==> src/rtl/gray_ptr_sync.sv <==
// Multi-flop synchronizer for a Gray-coded pointer, with change pulse and arm tracking.
// Define GRAY_PTR_SYNC_CHECK_EN to add the sticky multi-bit step error detector.
module gray_ptr_sync #(
  parameter int CNT_W       = 8,
  parameter int SYNC_STAGES = 2
) (
  input  logic             clk,
  input  logic             reset,
  input  logic [CNT_W-1:0] gray_i,
  input  logic             err_clr_i,
  output logic [CNT_W-1:0] gray_o,
  output logic             chg_o,
  output logic             armed_o,
  output logic             err_o
);
  localparam int ARM_W = $clog2(SYNC_STAGES + 1);

  logic [CNT_W-1:0] r_sync [SYNC_STAGES];
  logic [ARM_W-1:0] r_arm_cnt;
  logic             r_armed;
  logic             r_chg;
  logic [CNT_W-1:0] w_diff;

  // s[0] samples the foreign-domain pointer directly; no logic in front of it
  always_ff @(posedge clk) begin
    if (reset) begin
      for (int i = 0; i < SYNC_STAGES; i++) r_sync[i] <= '0;
    end else begin
      r_sync[0] <= gray_i;
      for (int i = 1; i < SYNC_STAGES; i++) r_sync[i] <= r_sync[i-1];
    end
  end

  // Arms once the whole chain has been refilled with post-reset samples
  always_ff @(posedge clk) begin
    if (reset) begin
      r_arm_cnt <= '0;
      r_armed   <= 1'b0;
    end else begin
      if (r_arm_cnt != ARM_W'(SYNC_STAGES)) r_arm_cnt <= r_arm_cnt + 1'b1;
      if (r_arm_cnt == ARM_W'(SYNC_STAGES)) r_armed <= 1'b1;
    end
  end

  assign w_diff = r_sync[SYNC_STAGES-2] ^ r_sync[SYNC_STAGES-1];

  always_ff @(posedge clk) begin
    if (reset) r_chg <= 1'b0;
    else       r_chg <= (|w_diff) && r_armed;
  end

  assign gray_o  = r_sync[SYNC_STAGES-1];
  assign chg_o   = r_chg;
  assign armed_o = r_armed;

`ifdef GRAY_PTR_SYNC_CHECK_EN
  localparam int PC_W = $clog2(CNT_W + 1);

  logic [PC_W-1:0] w_popcnt;
  logic            w_illegal;
  logic            r_bad;
  logic            r_err;

  always_comb begin
    w_popcnt = '0;
    for (int i = 0; i < CNT_W; i++) w_popcnt = w_popcnt + PC_W'(w_diff[i]);
  end

  assign w_illegal = (w_popcnt > PC_W'(1));

  // Illegal step is registered alongside gray_o, so the flag lands one cycle later;
  // a pending set always beats a simultaneous clear.
  always_ff @(posedge clk) begin
    if (reset) begin
      r_bad <= 1'b0;
      r_err <= 1'b0;
    end else begin
      r_bad <= w_illegal && r_armed;
      r_err <= r_bad | (r_err & ~err_clr_i);
    end
  end

  assign err_o = r_err;
`else
  logic w_unused_clr;
  assign w_unused_clr = err_clr_i;
  assign err_o        = 1'b0;
`endif

endmodule

==> config.mk <==
export PLATFORM = sky130hd
export DESIGN_NAME = gray_ptr_sync
export DESIGN_NICKNAME = d
export VERILOG_FILES = /design/src/rtl/gray_ptr_sync.sv
export SDC_FILE = /design/constraint.sdc
export NUM_CORES = 1
export LEC_CHECK = 0
export BUFFER_PORTS_ARGS = -buffer_cell sky130_fd_sc_hd__buf_2
export CAP_MARGIN = 25
export CORE_MARGIN = 4
export CORE_UTILIZATION = 25
export CTS_CLUSTER_SIZE = 40
export DETAILED_ROUTE_END_ITERATION = 16
export PLACE_DENSITY = 0.55
export SYNTH_ARGS = -nofsm -noshare
export SYNTH_HDL_FRONTEND = slang
export SYNTH_SLANG_ARGS = --single-unit
==> constraint.sdc <==
create_clock -name clk -period 0.8 [get_ports clk]
set_input_delay 0.04 -clock clk [delete_from_list [all_inputs] [get_ports clk]]
set_output_delay 0.04 -clock clk [all_outputs]
set_load 0.01 [all_outputs]
---- Yosys cells after proc, flatten, opt, wreduce, memory -nomap -nowiden ----
Memories as Yosys holds them, arrays and structs flattened.
Cells that the tools add are included.
word-level totals
  output and inout bits ................... 11
  input port bits ......................... 11
  word-level logic and storage cells ...... 17
  register bits ........................... 4
  memories kept ........................... 1
  memory bits (writable) .................. 16
memories
  name    words  bits a word  read ports  clocked after Yosys merged registers in  write ports  RTL line  source
  r_sync  2      8            2           0                                        2            18        logic [CNT_W-1:0] r_sync [SYNC_STAGES];
operators by class
  $add $sub $neg .......................... 1
  equality and inequality tests ........... 2
  reduce and logical (&&, ||, !) cells .... 2
  mux-type cells .......................... 5
  bitwise gates (word level) .............. 3
operators by type and width
  operator               count
  $mux W8                2
  $reduce_or A8 Y1       1
  $xor A8 B8 Y8          1
  $mux W1                3
  $add A2 B1 Y2 const B  1
  $eq A2 B2 Y1 const B   1
  $ne A2 B2 Y1 const B   1
  $or A1 B1 Y1           2
  $logic_and A1 B1 Y1    1

---- Longest topological paths before layout ----
Gate-level depths: netlist (run 1).
An unclocked memory read counts as a cell.
  word-level depth ........................ 4
  mapped depth ............................ 5

---- Worst setup path before layout (run 1) ----
OpenSTA, ideal clock, no wires.
  kind .................................... register to register
  start ................................... register r_arm_cnt[0]
  end ..................................... register r_arm_cnt[1]
  data required time ...................... 0.672 ns
  stages on the path, launching flop included .. 6
  clock period less this slack ............ 0.919 ns
  data arrival time ....................... 0.792 ns
  path slack .............................. -0.119 ns
  buffers on the path ..................... 0
  cell sequence ........................... dfxtp_1 inv_1 ha_1 nor2_1 a21oi_1 nor2_1
on the way
  word-level cells in the longest chain between the ends .. 1
  elaborated cells between the ends (all ways) .. 2
  classes of those cells .................. add/sub (1); eq/ne (1)
ends and longest elaborated chain
  what                                                  RTL line  source
  from (decl)                                           19        logic [ARM_W-1:0] r_arm_cnt;
  from (signal assigned)                                40        if (r_arm_cnt != ARM_W'(SYNC_STAGES)) r_arm_cnt <= r_arm_cnt + 1'b1;
  $add A2 B1 Y2 / $ne A2 B2 Y1 (equally long branches)  40
Several ways; a longest one is shown, not always the timed one.
A chain may end at the register's enable or synchronous reset.

==> results.cfg, run 1 <==
[yosys]
synth_top_cell_by_area = dfxtp_1
yosys_warnings = 0
ys.flop_type = dfxtp_1
synthCells = 69
yosys-top-cells-count = dfxtp_1, nor2b_1, buf_4, xor2_1, nor2_1
synth.most_common_cell = dfxtp_1
postSynthAreaPerCell_um2 = 10.7
synth-async-reset-ratio = 0
yosysTopAreaCellShare = 0.544
synth-edff-count = 0
synth.yosys.seq_area_share = 0.544
synth_seq_cells = 20
synthesis.area_um2 = 736
synth.distinct_cells = 13
synth_area_leaders = dfxtp_1, nor2b_1, xor2_1, buf_4, nor4_2
synth_fp_nets = 81

[finish]
areaGrowthSynthToFinish_pct = 49.3
fin_nets = 111
num_antenna_cells = 0
drive_gt1_frac = 0.510
fillers = 268

[min_path]
min_to = r_sync[0][4]
holdCritStartpoint = reset
holdPathStages = 2
hold_path_class = input pin to flop

[power_and_ir_drop]
p_int_mw = 1.79
combPwrFrac = 0.266
powerDensity_mw_per_mm2 = 2220
p_total_mw = 2.44
switching_share = 0.265
leakage_nw = 0.508
switching_power_mw = 0.647
seqPwrFrac = 0.497
p_clk_frac = 0.237
irDropWorstVdd_v = 0.00162

[place]
io_buffers = 19
gp_congestion = 0.675
hpwl_um = 844

[die]
num_rows = 19
die_x_um = 62.2
io_pins = 22
die_h_um = 62.2
core_mm2 = 0.00278
die_area_mm2 = 0.00387
initial_core_util = 0.265

[setup_path]
cp_max_fo = 2
slowest_stage = dfxtp_2
slowest_delay_ns = 0.34
r2r_slack_ns = -0.18
cp_cell_sequence = xor2_1 > nor4_2 > a21oi_1
crit_required_ns = 0.99
critical_path_class = flop to flop
rr_worst_depth = 3
crit_path_end_kind = flop
reg2reg_from = r_sync[0][14]
cp.arrival_ns = 1.17
r2r_end = chg_o
startpoint_type = flop

[timing]
rsz0062_at_grt = yes
max_freq_mhz = 1020
report.final.slew_viol_count = 0
min_period_ns = 0.981
finClkSkew_ns = 0.00234
layout_setup_ws_ns = -0.181
fin_tns_setup_ns = -0.921
hold_viol = 0
report.final.setup_viol = 9
final.period_utilization = 1.23

[clock_tree]
cts-root-buf = clkbuf_4
cts_tree = built
cts_sinks = 20
clk_pin_slew_ns = 0.11
numCtsBuffers = 3
clk_latency_ns = 0.29
htreeDepth = 1
clockBufferDepth = 2

[grt]
overflow = 0
antenna_found_initial = 0
grt_pass1_vias = 424
grt_max_degree = 17
grt_use_total = 0.0647
grt_first_pass_wirelength_um = 1940

[routing]
wl_um = 1210
first_pass_iters = 3
avgRoutedWirePerCell_um = 9.35
drt_iter0_markers = 7
drc = 0
num_vias = 488
antenna_left = 0
vias_per_cell = 3.78

[flow_run]
maxCapViolations = 0

[status]
status = finished, violations left
violations = negative setup slack
## critical path: cells and delay by family, from the launching register on
kind             cells  cell delay (ns)
flip-flops           1             0.34
AO/OA/AOI/OAI        1             0.09
AND/OR/NAND/NOR      1             0.28
XOR/XNOR             1             0.16
## what timing repair did
| action | 4_1_cts | 5_1_grt |
|---|---|---|
| setup buffers | 1 | 2 |
| hold buffers | 8 | 0 |
| endpoints found under the hold margin | 8 | 0 |
| pin swaps | 2 | 2 |
| setup endpoints to repair | 12 | 14 |
| resized for setup | 21 | 6 |
## layout make-up
cell class,instances,area (um2),area share
multi-input cells,37,282,0.256
inverters,1,3.75,0.00342
well taps,31,38.8,0.0353
repair buffers,36,324,0.295
flip-flops and latches,20,414,0.377
clock buffers,4,36.3,0.0330
## cells in the final DEF, fill, tap and decap left out, drive strengths merged
| master | instances |
|---|---|
| conb | 1 |
| dlygate4sd3 | 8 |
| xor2 | 9 |
| a21oi | 2 |
| inv | 1 |
| nor4 | 2 |
| clkbuf | 4 |
| dfxtp | 20 |
| ha | 1 |
| nor2b | 15 |
| and2b | 1 |
| buf | 28 |
| nor2 | 5 |
| nand2b | 1 |
## cells by family after synthesis
kind of cell,Yosys count,share of synthesized area
other cells,1,0.00510
xor+xnor,9,0.107
flops,20,0.544
buf+inv,12,0.107
compound gates,2,0.0136
fa+ha+maj,1,0.0170
simple gates,24,0.206
## layer usage
metal / part of all wire / vias up / GRT usage / wire length, um
met5: 0 / - / 0 / 0
met4: 0.011 / 0 / 0.0488 / 13
met3: 0.042 / 2 / 0.0162 / 51
met2: 0.47 / 11 / 0.0894 / 565
met1: 0.48 / 218 / 0.0850 / 575
li1: - / 257 / - / -
## flip-flops by register name (all words and copies together), names as in the netlist
name and cells:
r_sync 16, r_arm_cnt 2, armed_o 1, chg_o 1
## power by group through the flow
stage               registers [mW]  clock network, mW  logic, mW
floorplan                     1.23                  0      0.315
global placement              1.22                  0      0.436
detailed placement            1.23                  0      0.450
CTS                           1.21              0.605      0.556
global route                  1.23              0.639      0.717
finish                        1.21              0.578      0.648
## stage by stage
step | setup WS [ns] | util | cells | cell area, um2 | hold WS (ns)
2_1_floorplan | -0.105 | - | 69 | 751 | 0.165
3_3_place_gp | -0.179 | 0.310 | 115 | 862 | 0.248
3_5_place_dp | -0.191 | 0.310 | 115 | 862 | 0.249
4_1_cts | -0.200 | 0.383 | 128 | 1060 | 0.0752
5_1_grt | -0.232 | 0.395 | 129 | 1100 | 0.104
6_report | -0.181 | 0.395 | 129 | 1100 | 0.0968
## how the worst max path moves through the flow
stage                  startpoint  endpoint  slack [ns]  depth (start not counted)
finish              r_sync[0][14]     chg_o       -0.18                          3
global route        r_sync[0][14]     chg_o       -0.23                          3
CTS                  r_sync[0][8]     chg_o       -0.20                          3
detailed placement  r_sync[0][14]     chg_o       -0.19                          3
global placement    r_sync[0][14]     chg_o       -0.18                          3
floorplan           r_sync[0][14]     chg_o       -0.10                          3
Note: power is estimated with default switching activity, not from simulation.
==> run 2, diff against run 1 <==
--- a/config.mk
+++ b/config.mk
@@ -8,10 +8,10 @@
 export BUFFER_PORTS_ARGS = -buffer_cell sky130_fd_sc_hd__buf_2
 export CAP_MARGIN = 25
 export CORE_MARGIN = 4
-export CORE_UTILIZATION = 25
+export CORE_UTILIZATION = 43
 export CTS_CLUSTER_SIZE = 40
 export DETAILED_ROUTE_END_ITERATION = 16
-export PLACE_DENSITY = 0.55
+export PLACE_DENSITY_LB_ADDON = 0.12
 export SYNTH_ARGS = -nofsm -noshare
 export SYNTH_HDL_FRONTEND = slang
 export SYNTH_SLANG_ARGS = --single-unit
==> run 2 against run 1 <==
The run still ends with negative setup slack left. Sequential power is essentially flat. Global-route usage increased by 4.6 points. Clock power decreased by 23%. Sequential cell count did not move.
==> results.cfg, run 2 (synthesized netlist as in run 1, its figures left out) <==
[status]
status = finished, violations left
violations = negative setup slack

[finish]
layout_common_cells = nor2b_1, dfxtp_2, buf_2, buf_6
top_regs = r_sync (16), r_arm_cnt (2)
largest_register_ffs = 16
num_antenna_cells = 0
areaGrowthSynthToFinish_pct = 36.7
fin_cells = 108
fin_nets = 106
top_register = r_sync
layout_commonest_cell = nor2b_1
drive_gt1_frac = 0.478

[clock_tree]
clk_latency_ns = 0.29
cts-root-buf = clkbuf_4
clockBufferDepth = 2
cts_tree = built
numCtsBuffers = 3
cts_sinks = 20
htreeDepth = 1
clk_pin_slew_ns = 0.10

[die]
io_pins = 22
core_mm2 = 0.00156
num_rows = 14
die_area_mm2 = 0.00244
initial_core_util = 0.472
die_x_um = 49.4
die_h_um = 49.4

[timing]
max_freq_mhz = 1020
rsz0062_at_grt = yes
layout_setup_ws_ns = -0.183
report.final.setup_viol = 4
hold_viol = 0
holdWs_ns = 0.0672
min_period_ns = 0.983
final.period_utilization = 1.23
report.final.slew_viol_count = 0
finClkSkew_ns = 0.00350

[power_and_ir_drop]
p_clk_frac = 0.193
p_int_mw = 1.68
switching_share = 0.267
leakage_nw = 0.471
seqPwrFrac = 0.534
powerDensity_mw_per_mm2 = 2280
switching_power_mw = 0.613
combPwrFrac = 0.273
irDropWorstVdd_v = 0.00199

[setup_path]
startpoint_type = flop
cp_cell_sequence = xor2_1 > nor4_2 > a21oi_1
crit_path_end_kind = flop
critical_path_class = flop to flop
cp_max_fo = 2
r2r_end = chg_o
crit_required_ns = 0.98
rr_worst_depth = 3
slowest_stage = dfxtp_2
cp.arrival_ns = 1.17
r2r_slack_ns = -0.18
slowest_delay_ns = 0.34
reg2reg_from = r_sync[0][8]

[place]
gp_congestion = 0.627
dp.cells = 95
io_buffers = 19
hpwl_um = 745

[routing]
avgRoutedWirePerCell_um = 10.5
wl_um = 1140
num_vias = 474
drt_iter0_markers = 0
vias_per_cell = 4.39
drc = 0
first_pass_iters = 1
antenna_left = 0

[grt]
grt_use_total = 0.111
grt_pass1_vias = 444
grt_max_degree = 15
overflow = 0
antenna_found_initial = 0
grt_first_pass_wirelength_um = 1990

[flow_run]
maxCapViolations = 0

[min_path]
holdCritStartpoint = reset
min_to = r_arm_cnt[0]
holdPathStages = 2
hold_path_class = input pin to flop
## run 2: layout make-up
class | count | area, um2
Multi-Input combinational cell | 37 | 278
Clock buffer | 3 | 22.5
Tap cell | 16 | 20.0
Timing Repair Buffer | 31 | 265
Inverter | 1 | 3.75
Fill cell | 126 | 553
Sequential cell | 20 | 417
## run 2: how the worst max path moves through the flow
stage	startpoint	to	slack [ns]	depth (start not counted)
after global routing	r_sync[0][8]	chg_o	-0.29	3
after CTS	r_sync[0][14]	chg_o	-0.19	3
after global placement	r_sync[0][14]	chg_o	-0.18	3
after floorplan	r_sync[0][14]	chg_o	-0.10	3
after detailed placement	r_sync[0][14]	chg_o	-0.18	3
final	r_sync[0][8]	chg_o	-0.18	3
## run 2: metrics by stage
step | setup TNS, ns | utilization | setup slack [ns] | power (mW) | cell area, um2
6_report | -0.435 | 0.645 | -0.183 | 2.29 | 1010
5_1_grt | -0.953 | 0.645 | -0.292 | 2.45 | 1010
4_1_cts | -0.479 | 0.636 | -0.192 | 2.23 | 991
3_5_place_dp | -0.314 | 0.517 | -0.177 | 1.67 | 806
3_3_place_gp | -0.289 | 0.517 | -0.177 | 1.64 | 806
2_1_floorplan | -0.199 | - | -0.105 | 1.54 | 751
## run 2: worst max-delay path, delay by kind of cell (launching register included)
family                    cells  cell delay, ns
AOI/OAI and AO/OA             1            0.10
xor gates and xnor gates      1            0.16
DFF                           1            0.34
and+or+nand+nor               1            0.28
## run 2: timing repair
action                     CTS  global route
resized for setup           18             5
hold buffers                 8             0
setup buffers                2             0
setup endpoints to repair   12            14
hold endpoints to repair     8             0
pin swaps                    0             4
## run 2: power groups by stage
stage	Combinational, mW	Clock (mW)	Sequential, mW
after floorplan	0.315	0	1.23
after global placement	0.424	0	1.22
after detailed placement	0.446	0	1.22
after CTS	0.543	0.476	1.21
after global routing	0.691	0.520	1.24
final	0.627	0.443	1.22
## run 2: routing by layer
layer  global-route usage  share of wire
met4               0.0427              0
met2                0.174           0.49
met3               0.0550          0.075
met5                    0              0
met1                0.127           0.43
